<file path="src/rtl/inst_mem_loader_if.sv">
// Byte-stream and instruction-memory write bus for inst_mem_loader.
//   in_valid / in_data / in_ready : host byte link, transfer on valid && ready
//   mem_write_enable / mem_write_addr / mem_write_data : InstMem write port
// modport slave  : the loader side (consumes bytes, drives memory writes)
// modport master : the host/memory side
interface inst_mem_loader_if #(
    parameter int unsigned ADDR_W = 5,
    parameter int unsigned INST_W = 32
);
    logic              in_valid;
    logic [7:0]        in_data;
    logic              in_ready;
    logic              mem_write_enable;
    logic [ADDR_W-1:0] mem_write_addr;
    logic [INST_W-1:0] mem_write_data;

    modport master (
        output in_valid, in_data,
        input  in_ready, mem_write_enable, mem_write_addr, mem_write_data
    );

    modport slave (
        input  in_valid, in_data,
        output in_ready, mem_write_enable, mem_write_addr, mem_write_data
    );
endinterface

</file>
<file path="src/rtl/inst_mem_loader.sv">
// Boot-time instruction-memory writer.
// Receives a frame {LEN_LO, LEN_HI, N*4 little-endian payload bytes, XOR
// checksum} over the byte link, writes each assembled word to consecutive
// word addresses starting at 0, then verifies the checksum.
//   clk, rst  : clock, synchronous active-high reset
//   start     : one-cycle pulse, begins a load when idle
//   bus       : byte link + InstMem write port (slave modport)
//   cpu_hold  : holds the processor until a load completes successfully
//   done      : load finished with good checksum (held until next start)
//   error     : 0 none, 1 length exceeds DEPTH, 2 checksum mismatch
module inst_mem_loader #(
    parameter int unsigned ADDR_W = 5,
    parameter int unsigned INST_W = 32
) (
    input  logic               clk,
    input  logic               rst,
    input  logic               start,
    inst_mem_loader_if.slave   bus,
    output logic               cpu_hold,
    output logic               done,
    output logic [1:0]         error
);
    localparam int unsigned DEPTH = 2 ** ADDR_W;

    typedef enum logic [2:0] {
        IDLE,
        LEN_LO,
        LEN_HI,
        DATA,
        CHECK
    } state_t;

    state_t      state, state_next;
    logic        in_ready;
    logic        hs;
    logic [15:0] len;
    logic [15:0] len_full;
    logic [15:0] word_cnt;
    logic [1:0]  byte_cnt;
    logic [23:0] word_buf;
    logic [7:0]  csum;
    logic        oversize;
    logic        last_word;

    assign bus.in_ready = in_ready;
    assign hs           = bus.in_valid && in_ready;
    // Length as it becomes complete on the LEN_HI handshake.
    assign len_full     = {bus.in_data, len[7:0]};
    assign oversize     = 32'(len_full) > DEPTH;
    assign last_word    = (word_cnt + 16'd1) == len;

    always_ff @(posedge clk) begin
        if (rst) begin
            state <= IDLE;
        end else begin
            state <= state_next;
        end
    end

    always_comb begin
        state_next = state;
        in_ready   = 1'b0;
        unique case (state)
            IDLE: begin
                if (start) state_next = LEN_LO;
            end
            LEN_LO: begin
                in_ready = 1'b1;
                if (hs) state_next = LEN_HI;
            end
            LEN_HI: begin
                in_ready = 1'b1;
                if (hs) begin
                    if (oversize)              state_next = IDLE;
                    else if (len_full == '0)   state_next = CHECK;
                    else                       state_next = DATA;
                end
            end
            DATA: begin
                in_ready = 1'b1;
                if (hs && byte_cnt == 2'd3 && last_word) state_next = CHECK;
            end
            CHECK: begin
                in_ready = 1'b1;
                if (hs) state_next = IDLE;
            end
            default: state_next = IDLE;
        endcase
    end

    always_ff @(posedge clk) begin
        if (rst) begin
            bus.mem_write_enable <= 1'b0;
            bus.mem_write_addr   <= '0;
            bus.mem_write_data   <= '0;
            cpu_hold             <= 1'b1;
            done                 <= 1'b0;
            error                <= 2'd0;
            len                  <= '0;
            word_cnt             <= '0;
            byte_cnt             <= '0;
            word_buf             <= '0;
            csum                 <= '0;
        end else begin
            bus.mem_write_enable <= 1'b0;
            unique case (state)
                IDLE: begin
                    if (start) begin
                        done     <= 1'b0;
                        error    <= 2'd0;
                        csum     <= '0;
                        word_cnt <= '0;
                        byte_cnt <= '0;
                        cpu_hold <= 1'b1;
                    end
                end
                LEN_LO: begin
                    if (hs) len[7:0] <= bus.in_data;
                end
                LEN_HI: begin
                    if (hs) begin
                        len[15:8] <= bus.in_data;
                        if (oversize) error <= 2'd1;
                    end
                end
                DATA: begin
                    if (hs) begin
                        csum     <= csum ^ bus.in_data;
                        byte_cnt <= byte_cnt + 2'd1;
                        case (byte_cnt)
                            2'd0: word_buf[7:0]   <= bus.in_data;
                            2'd1: word_buf[15:8]  <= bus.in_data;
                            2'd2: word_buf[23:16] <= bus.in_data;
                            default: begin
                                // Top byte goes straight to the write port, so the
                                // strobe appears the cycle after the 4th byte.
                                bus.mem_write_enable <= 1'b1;
                                bus.mem_write_addr   <= ADDR_W'(word_cnt);
                                bus.mem_write_data   <= {bus.in_data, word_buf};
                                word_cnt             <= word_cnt + 16'd1;
                            end
                        endcase
                    end
                end
                CHECK: begin
                    if (hs) begin
                        if (bus.in_data == csum) begin
                            done     <= 1'b1;
                            cpu_hold <= 1'b0;
                        end else begin
                            error    <= 2'd2;
                        end
                    end
                end
                default: ;
            endcase
        end
    end
endmodule

</file>
<file path="src/flat_wrapper.sv">
// flat-port wrapper written by rule: the top's interface ports become plain ports
module inst_mem_loader_flat 
#(
    parameter int unsigned ADDR_W = 5,
    parameter int unsigned INST_W = 32
)
  (clk, rst, start, cpu_hold, done, error, bus_in_valid, bus_in_data, bus_in_ready, bus_mem_write_enable, bus_mem_write_addr, bus_mem_write_data);
  inst_mem_loader_if #(.ADDR_W(ADDR_W), .INST_W(INST_W)) bus_i ();
  input  logic clk;
  input  logic rst;
  input  logic start;
  output logic cpu_hold;
  output logic done;
  output logic [1:0] error;
  input wire logic [$bits(bus_i.in_valid)-1:0] bus_in_valid;
  input wire logic [$bits(bus_i.in_data)-1:0] bus_in_data;
  output wire logic [$bits(bus_i.in_ready)-1:0] bus_in_ready;
  output wire logic [$bits(bus_i.mem_write_enable)-1:0] bus_mem_write_enable;
  output wire logic [$bits(bus_i.mem_write_addr)-1:0] bus_mem_write_addr;
  output wire logic [$bits(bus_i.mem_write_data)-1:0] bus_mem_write_data;
  assign bus_i.in_valid = bus_in_valid;
  assign bus_i.in_data = bus_in_data;
  assign bus_in_ready = bus_i.in_ready;
  assign bus_mem_write_enable = bus_i.mem_write_enable;
  assign bus_mem_write_addr = bus_i.mem_write_addr;
  assign bus_mem_write_data = bus_i.mem_write_data;
  inst_mem_loader #(.ADDR_W(ADDR_W), .INST_W(INST_W)) u_core (.clk(clk), .rst(rst), .start(start), .bus(bus_i), .cpu_hold(cpu_hold), .done(done), .error(error));
endmodule
</file>
<file path="config.mk">
export PLATFORM = sky130hd
export DESIGN_NAME = inst_mem_loader_flat
export DESIGN_NICKNAME = d
export VERILOG_FILES = /design/src/rtl/inst_mem_loader_if.sv /design/src/rtl/inst_mem_loader.sv /design/src/flat_wrapper.sv
export SDC_FILE = /design/constraint.sdc
export NUM_CORES = 1
export LEC_CHECK = 0
export CAP_MARGIN = 20
export CORE_ASPECT_RATIO = 1.2
export CORE_MARGIN = 2
export CORE_UTILIZATION = 61
export DETAILED_ROUTE_END_ITERATION = 6
export GPL_ROUTABILITY_DRIVEN = 0
export PLACE_DENSITY = 0.86
export SYNTH_ARGS = -nofsm -noshare
export SYNTH_HDL_FRONTEND = slang
export SYNTH_SLANG_ARGS = --single-unit
</file>
<file path="constraint.sdc">
create_clock -name clk -period 3.8 [get_ports clk]
set_input_delay 0.38 -clock clk [delete_from_list [all_inputs] [get_ports clk]]
set_output_delay 0.38 -clock clk [all_outputs]
set_load 0.02 [all_outputs]
</file>
### Word-level counts from Yosys, hierarchy flattened

Cells that the tools add are included.

| word-level totals | value |
|---|---|
| register bits after elaboration | 111 |
| input bits | 12 |
| output and inout port bits | 43 |
| logic and storage cells | 97 |

| operators by class | value |
|---|---|
| add/sub/neg operators | 2 |
| $lt $le $gt $ge | 1 |
| eq/ne operators | 19 |
| multiplexer cells | 33 |
| bitwise operators | 4 |
| reductions and logical operators | 23 |

Operators by type and width:

| kind | number |
|---|---|
| 16-bit two-way mux | 3 |
| 16-bit one-hot mux with 2 select lines | 1 |
| 3-bit two-way mux | 7 |
| 16-bit by 1-bit adder with 16-bit output, second input constant | 1 |
| 16-bit equality test | 1 |
| 16-bit by 6-bit greater-than comparator with 1-bit output, second input constant | 1 |
| 16-bit zero test | 1 |
| 8-bit two-way mux | 2 |
| 8-bit one-hot mux with 2 select lines | 1 |
| 3-bit one-hot mux with 5 select lines | 1 |
| 3-bit AND reduction | 5 |
| 2-bit by 1-bit inequality test with 1-bit output, second input constant | 7 |
| 2-bit two-way mux | 6 |
| 8-bit equality test | 1 |
| 1-bit two-way mux | 8 |
| 4-bit AND reduction | 2 |
| 8-bit bitwise XOR | 1 |
| 3-bit by 2-bit equality test with 1-bit output, second input constant | 2 |
| 2-bit inequality test, second input constant | 3 |
| 2-bit one-hot mux with 3 select lines | 1 |
| 6-bit AND reduction | 1 |
| 3-bit OR reduction | 2 |
| 5-bit AND reduction | 1 |
| 2-bit equality test, second input constant | 2 |
| 14 further kinds | 21 |

### Depth between registers and ports, before layout

Gate-level depths: netlist (run 1).

| depth | value |
|---|---|
| depth in word-level cells | 8 |
| gate-level depth with buffers | 8 |
| mapped depth without buffers | 7 |

### Least setup slack after synthesis (run 1)

OpenSTA, ideal clock, no wires.

| timing path | value |
|---|---|
| path type | register -> register |
| start point | register u_core.word_cnt[1] |
| end point | register u_core.state[0] |
| library setup time | 0.124 ns |
| arrival | 1.783 ns |
| data required time | 3.676 ns |
| path slack | 1.892 ns |
| cell stages (with the launch flop) | 9 |
| path buffers | 1 |
| cell sequence | dfxtp_1 > ha_1 > buf_1 > nand3_1 > nor3_1 > a31oi_1 > nand4b_1 > nor4_4 > o21ai_1 |

| on the way | value |
|---|---|
| longest elaborated chain between the ends | 5 |

Ends and longest elaborated chain:

| item | line | source |
|---|---|---|
| from (decl) | inst_mem_loader.sv:38 | `logic [15:0] word_cnt;` |
| from (signal assigned) | inst_mem_loader.sv:140 | `word_cnt <= word_cnt + 16'd1;` |
| 16-bit by 1-bit adder with 16-bit output | inst_mem_loader.sv:50 | `assign last_word = (word_cnt + 16'd1) == len;` |
| 16-bit equality test | inst_mem_loader.sv:50 |  |
| 1-bit logical AND | inst_mem_loader.sv:81 | `if (hs && byte_cnt == 2'd3 && last_word) state_next = CHECK;` |
| 2-bit by 1-bit inequality test with 1-bit output (no line) | n/a |  |
| 5-bit AND reduction (no line) | n/a |  |
| to (signal assigned) | inst_mem_loader.sv:56 | `state <= state_next;` |
| to (decl) | inst_mem_loader.sv:33 | `state_t state, state_next;` |

No other way between the ends.
A chain may end at the register's enable or synchronous reset.

### Final worst setup path (run 1)

| timing path | value |
|---|---|
| start point | register u_core.word_cnt[0] |
| end point | register u_core.state[2] |

Same word-level chain as after synthesis.

==> results of run 1 <==
-- per-stage QoR --
| stage | instances | hold slack (ns) | setup slack, ns | area [sq um] |
|---|---|---|---|---|
| after floorplan | 663 | 0.432 | 1.89 | 5140 |
| after global placement | 789 | 0.443 | 1.27 | 5680 |
| after CTS | 805 | 0.458 | 1.29 | 5880 |
| after detailed placement | 789 | 0.447 | 1.15 | 5680 |
| final | 805 | 0.454 | 1.23 | 5880 |
| after global routing | 805 | 0.466 | 1.08 | 5880 |
-- Yosys cell counts, types with 6 or more instances --
master and number:
nor4_1 6, a21oi_1 96, nor3_1 9, xnor2_1 26, ha_1 6, nand3b_1 12, inv_1 7, dfxtp_1 111
clkbuf_1 42, nor2_1 54, o21ai_0 23, nand3_1 37, nand2_1 139, mux2i_1 12
-- logic make-up after synthesis --
family | after synthesis | synth area share (%)
adders and majority gates | 6 | 1.46
and+or+nand+nor | 294 | 26.8
buffers and inverters | 60 | 4.79
DFF | 111 | 43.2
muxes | 12 | 2.34
xor gates and xnor gates | 31 | 5.28
AOI/OAI and AO/OA | 149 | 16.1
-- worst paths after layout --
path | from | cells after the start | slack, ns | to
worst min-delay path | u_core.word_buf[18]$_SDFFE_PP0P_ | 2 | 0.45 | u_core.bus.mem_write_data[18]$_SDFFE_PP0P_
worst max-delay path | u_core.word_cnt[0]$_SDFFE_PP0P_ | 7 | 1.23 | u_core.state[2]$_SDFFE_PP0P_
worst max register to register | u_core.word_cnt[0]$_SDFFE_PP0P_ | 7 | 1.23 | u_core.state[2]$_SDFFE_PP0P_
worst min register to register | u_core.word_buf[18]$_SDFFE_PP0P_ | 2 | 0.45 | u_core.bus.mem_write_data[18]$_SDFFE_PP0P_
-- metal layers --
metal  share of wire [%]  GRT usage (%)
met5                   0              0
met4                 3.7           14.3
met3                 6.0           5.61
met2                  49           46.4
met1                  41           36.1
-- area by class of cell --
cell class | instances | area (sq um)
multi-input cells | 492 | 2670
well taps | 114 | 143
clock buffers | 10 | 128
fillers | 645 | 2270
flip-flops and latches | 111 | 2220
inverters | 7 | 26.3
clock inverters | 6 | 67.6
repair buffers | 65 | 621
-- power by group through the flow --
stage | registers, mW | clock network [mW] | logic (mW)
final | 1.30 | 0.691 | 0.524
after global placement | 1.32 | 0 | 0.496
after global routing | 1.31 | 0.744 | 0.572
after detailed placement | 1.32 | 0 | 0.514
after CTS | 1.29 | 0.695 | 0.516
after floorplan | 1.28 | 0 | 0.402
-- worst reg2reg max path: stages, from the launching register on --
cell and delay [ns]:
dfxtp_1 0.55, ha_1 0.53, nand2_1 0.19, nor4_2 0.42
xnor2_1 0.19, nand4b_1 0.18, nor4_4 0.29, o31a_1 0.16
-- flip-flops by register name, summed over array words and instances (netlist names) --
register and cells:
u_core.bus.mem_write_data 32, u_core.word_buf 24, u_core.len 16, u_core.word_cnt 16, u_core.csum 8, u_core.bus.mem_write_addr 5
u_core.state 3, u_core.byte_cnt 2, u_core.error 2, u_core.bus.mem_write_enable 1, u_core.cpu_hold 1, u_core.done 1
==> summary.txt, run 1 <==
ANT cells - 0
io pins - 55
startpoint types - register
CP delay by family, top - simple AND/OR/NAND/NOR gates
RSZ-0062 raised after global routing - no
fin util - 72.1%
setup tns final - 0 ns
initial antenna violation count - 0
Mapped Cells - 663
clock-pin slew on the worst setup and hold paths - 0.12 ns
WP data required - 4.14 ns
top post-synthesis cells by area - dfxtp_1, nand2_1, a21oi_1
ys flop type - dfxtp_1
Tot GR Track Use - 28.8%
Logic pwr share - 20.9%
final worst path period need - 2.57 ns
width of the die - 87.8 um
Initial Util - 63.1%
Clk pwr share - 27.5%
CP endpoint kind - register
switching share of power - 33.0%
die height - 105 um
port bufs - 54
DP HPWL - 8580 um
most frequent cells in the layout - nand2_1, dfxtp_1, a21oi_1
routed length per placed instance - 16.0 um
Final setup viols - 0
most common cell after layout, fill and taps aside - nand2_1
crit path kind - reg2reg
Routed WL - 12900 um
area grow syn2layout - 14.4%
Cell Rows - 36
critical path arrival - 2.90 ns
Tot Pwr - 2.51 mW
CP peak stage delay - 0.55 ns
Power Density - 427 nW/um^2
Net Sw Power - 0.829 mW
Worst Clk Skew - 0.0214 ns
first drt pass iteration count - 6
Post-CTS Resized - 0
Seq/Total Area, Yosys - 43.2%
DIE AREA - 9180 sq um
syn_area_per_cell - 7.75 sq um
sequential power share - 51.6%
Final #Nets - 704
CTS tree - yes
Hold Path Class - reg2reg
Final Hold Vio Count - 0
clock sink total - 111
P_int - 1.68 mW
Final Max Slew Viols - 0
CTS Buf Count - 9
Max-Cap Viols - 0
Rel. slew slack - 25.7%
crit-path max FO - 14
fin crit share - 67.5%
vias in the first global route - 4696
Setup Buffers After CTS - 0
pin slew with the least headroom to its limit - 1.11 ns
#FFs+latches synth - 111
crit path buf inv count - 0
Synth area leader - dfxtp_1
CORE AREA - 8150 sq um
Cell Chain, Critical Path - ha_1, nand2_1, nor4_2, xnor2_1, nand4b_1, nor4_4, o31a_1
Via-to-Cell Ratio - 6.01
Post-synth EDFFs - 0
Worst-Skew Late Latency - 0.39 ns
vias - 4841
Pleak - 1.89 nW
Longest Clk Path Bufs - 2
First DRT Iteration DRCs - 394
first-pass GRT wire length - 21500 um
maximum vdd drop - 0.260 mV
gr ovfl total - 0
Post-Syn Nets - 681
H-tree depth - 3
hold buffer count at CTS - 0
Root Buffer - clkbuf_8
Cell variety after synth - 56
status - finished, final reports clean
Yosys warning count - 0
post-synthesis cell area - 5140 sq um
critical path's slowest cell - dfxtp_1
fmax - 0.390 GHz
ANT nets after route - 0
largest net degree at the start of global routing - 112
DRC Markers - 0
share of the synthesized area in the top cell type - 43.2%
Post-synth ARST share - 0%
fraction of layout cells with a size suffix above 1 - 4.92%
Power figures use the tool's default switching activity.
==> run 2, diff against run 1 <==
CORE_UTILIZATION = 56   (was 61)
PLACE_DENSITY = 0.8   (was 0.86)
clock period = 2.7 ns   (was 3.8 ns; I/O delays follow)
==> run 2 against run 1 <==
Global-route usage decreased by 2.6 points. Power increased by 43%. Non-clock buffer count increased by 8. Maximum frequency increased by 12%. Sequential share of layout area decreased by 0.58 points. Cell count increased by 1.7%. Clock power increased by 51%. Critical path depth increased by 1. Critical path type unchanged. Critical endpoint is now u_core.state[0]$_SDFFE_PP0P_. Largest cell class unchanged. Largest power group unchanged.
==> summary.txt, run 2 (synthesized netlist as in run 1, its figures left out) <==
clock sink total - 111 (unchanged)
port bufs - 54 (unchanged)
most common cell after layout, fill and taps aside - nand2_1 (unchanged)
Largest register FFs - 32 (unchanged)
CP endpoint kind - register (unchanged)
setup tns final - 0 ns (unchanged)
Setup Buffers After CTS - 0 (unchanged)
Worst Clk Skew - 0.0133 ns (was 0.0214 ns)
pin slew with the least headroom to its limit - 0.733 ns (was 1.11 ns)
startpoint types - register (unchanged)
global-route track usage on met2 - 44.5% (was 46.4%)
DRC Markers - 0 (unchanged)
final worst path period need - 2.30 ns (was 2.57 ns)
area grow syn2layout - 16.1% (was 14.4%)
WP data required - 2.96 ns (was 4.14 ns)
Routed WL - 12600 um (was 12900 um)
DP HPWL - 8670 um (was 8580 um)
crit path kind - reg2reg (unchanged)
area of the multi-input gates - 2670 sq um (unchanged)
placed cell areas - 5760 sq um (was 5680 sq um)
Longest Clk Path Bufs - 2 (unchanged)
final hold slack - 0.413 ns (was 0.454 ns)
largest net degree at the start of global routing - 73 (was 112)
initial antenna violation count - 0 (unchanged)
vias - 4687 (was 4841)
width of the die - 91.5 um (was 87.8 um)
Initial Util - 57.2% (was 63.1%)
die height - 109 um (was 105 um)
Final Hold Vio Count - 0 (unchanged)
Tot Pwr - 3.60 mW (was 2.51 mW)
Max-Cap Viols - 0 (unchanged)
Final #Nets - 712 (was 704)
Root Buffer - clkbuf_8 (unchanged)
Final setup viols - 0 (unchanged)
status - finished, final reports clean (unchanged)
critical path arrival - 2.56 ns (was 2.90 ns)
vias in the first global route - 4445 (was 4696)
gr ovfl total - 0 (unchanged)
Final Max Slew Viols - 0 (unchanged)
io pins - 55 (unchanged)
fill cell count - 752 (was 645)
fin crit share - 85.2% (was 67.5%)
clock-pin slew on the worst setup and hold paths - 0.11 ns (was 0.12 ns)
post-route cell area - 5970 sq um (was 5880 sq um)
Tot GR Track Use - 26.1% (was 28.8%)
H-tree depth - 3 (unchanged)
fraction of layout cells with a size suffix above 1 - 6.01% (was 4.92%)
RSZ-0062 raised after global routing - no (unchanged)
most frequent cells in the layout - nand2_1, dfxtp_1, a21oi_1 (unchanged)
Post-CTS Resized - 0 (unchanged)
hold buffer count at CTS - 0 (unchanged)
Worst-Skew Late Latency - 0.38 ns (was 0.39 ns)
met3 Use GR - 4.49% (was 5.61%)
maximum vdd drop - 0.308 mV (was 0.260 mV)
Hold Path Class - in2reg (was reg2reg)
crit-path max FO - 13 (was 14)
first-pass GRT wire length - 21200 um (was 21500 um)
Cell Rows - 38 (was 36)
routed length per placed instance - 15.3 um (was 16.0 um)
busiest layer in global routing - met2 (unchanged)
ANT cells - 0 (unchanged)
CTS Buf Count - 9 (unchanged)
DIE AREA - 9970 sq um (was 9180 sq um)
Rel. slew slack - 51.1% (was 25.7%)
CTS tree - yes (unchanged)
CORE AREA - 8990 sq um (was 8150 sq um)
met1 Use GR - 32.8% (was 36.1%)
fmax - 0.435 GHz (was 0.390 GHz)
Power Density - 603 nW/um^2 (was 427 nW/um^2)
Largest regs - u_core.bus.mem_write_data (32), u_core.word_buf (24) (unchanged)
Via-to-Cell Ratio - 5.72 (was 6.01)
ANT nets after route - 0 (unchanged)
first drt pass iteration count - 5 (was 6)
Biggest register - u_core.bus.mem_write_data (unchanged)
register area - 2220 sq um (unchanged)
Pleak - 1.94 nW (was 1.89 nW)
First DRT Iteration DRCs - 245 (was 394)
## run 2: final timing paths
path	startpoint	to	slack (ns)	cells past startpoint
max reg2reg	u_core.word_cnt[0]$_SDFFE_PP0P_	u_core.state[0]$_SDFFE_PP0P_	0.40	8
min	rst	u_core.word_cnt[1]$_SDFFE_PP0P_	0.41	2
max	u_core.word_cnt[0]$_SDFFE_PP0P_	u_core.state[0]$_SDFFE_PP0P_	0.40	8
min reg2reg	u_core.word_buf[6]$_SDFFE_PP0P_	u_core.bus.mem_write_data[6]$_SDFFE_PP0P_	0.45	2
## run 2: power by group
group          internal (mW)  switching (mW)  total [mW]
logic                  0.305           0.435       0.740
clock network          0.465           0.571        1.04
registers               1.71           0.113        1.82
total                   2.48            1.12        3.60
## run 2: per-layer routing
| metal | up-vias | part of all wire (%) |
|---|---|---|
| met3 | 22 | 6.0 |
| met2 | 155 | 49 |
| met4 | 0 | 2.1 |
| li1 | 2318 | - |
| met5 | - | 0 |
| met1 | 2192 | 43 |
## run 2: area by class of cell
type,instances,share of cell area [%]
multi-input combinational,492,44.8
sequential,111,37.2
inverter,7,0.440
clock buffer,11,2.37
timing repair buffer,73,11.6
tap,120,2.51
clock inverter,5,1.09
## run 2: stage by stage
stage	setup slack (ns)	utilization (%)	instances
after floorplan	0.792	-	663
after global placement	0.430	64.1	803
after detailed placement	0.459	64.1	803
after CTS	0.393	66.4	819
after global routing	0.250	66.4	819
final	0.399	66.4	819
## run 2: critical path, stage by stage, from the launching register on
cell and delay, ns:
dfxtp_1 0.59, ha_1 0.24, buf_4 0.19, nand3_1 0.15, nor3_1 0.25, a31oi_1 0.08, nand4b_1 0.23, nor4_4 0.34
o21ai_1 0.12
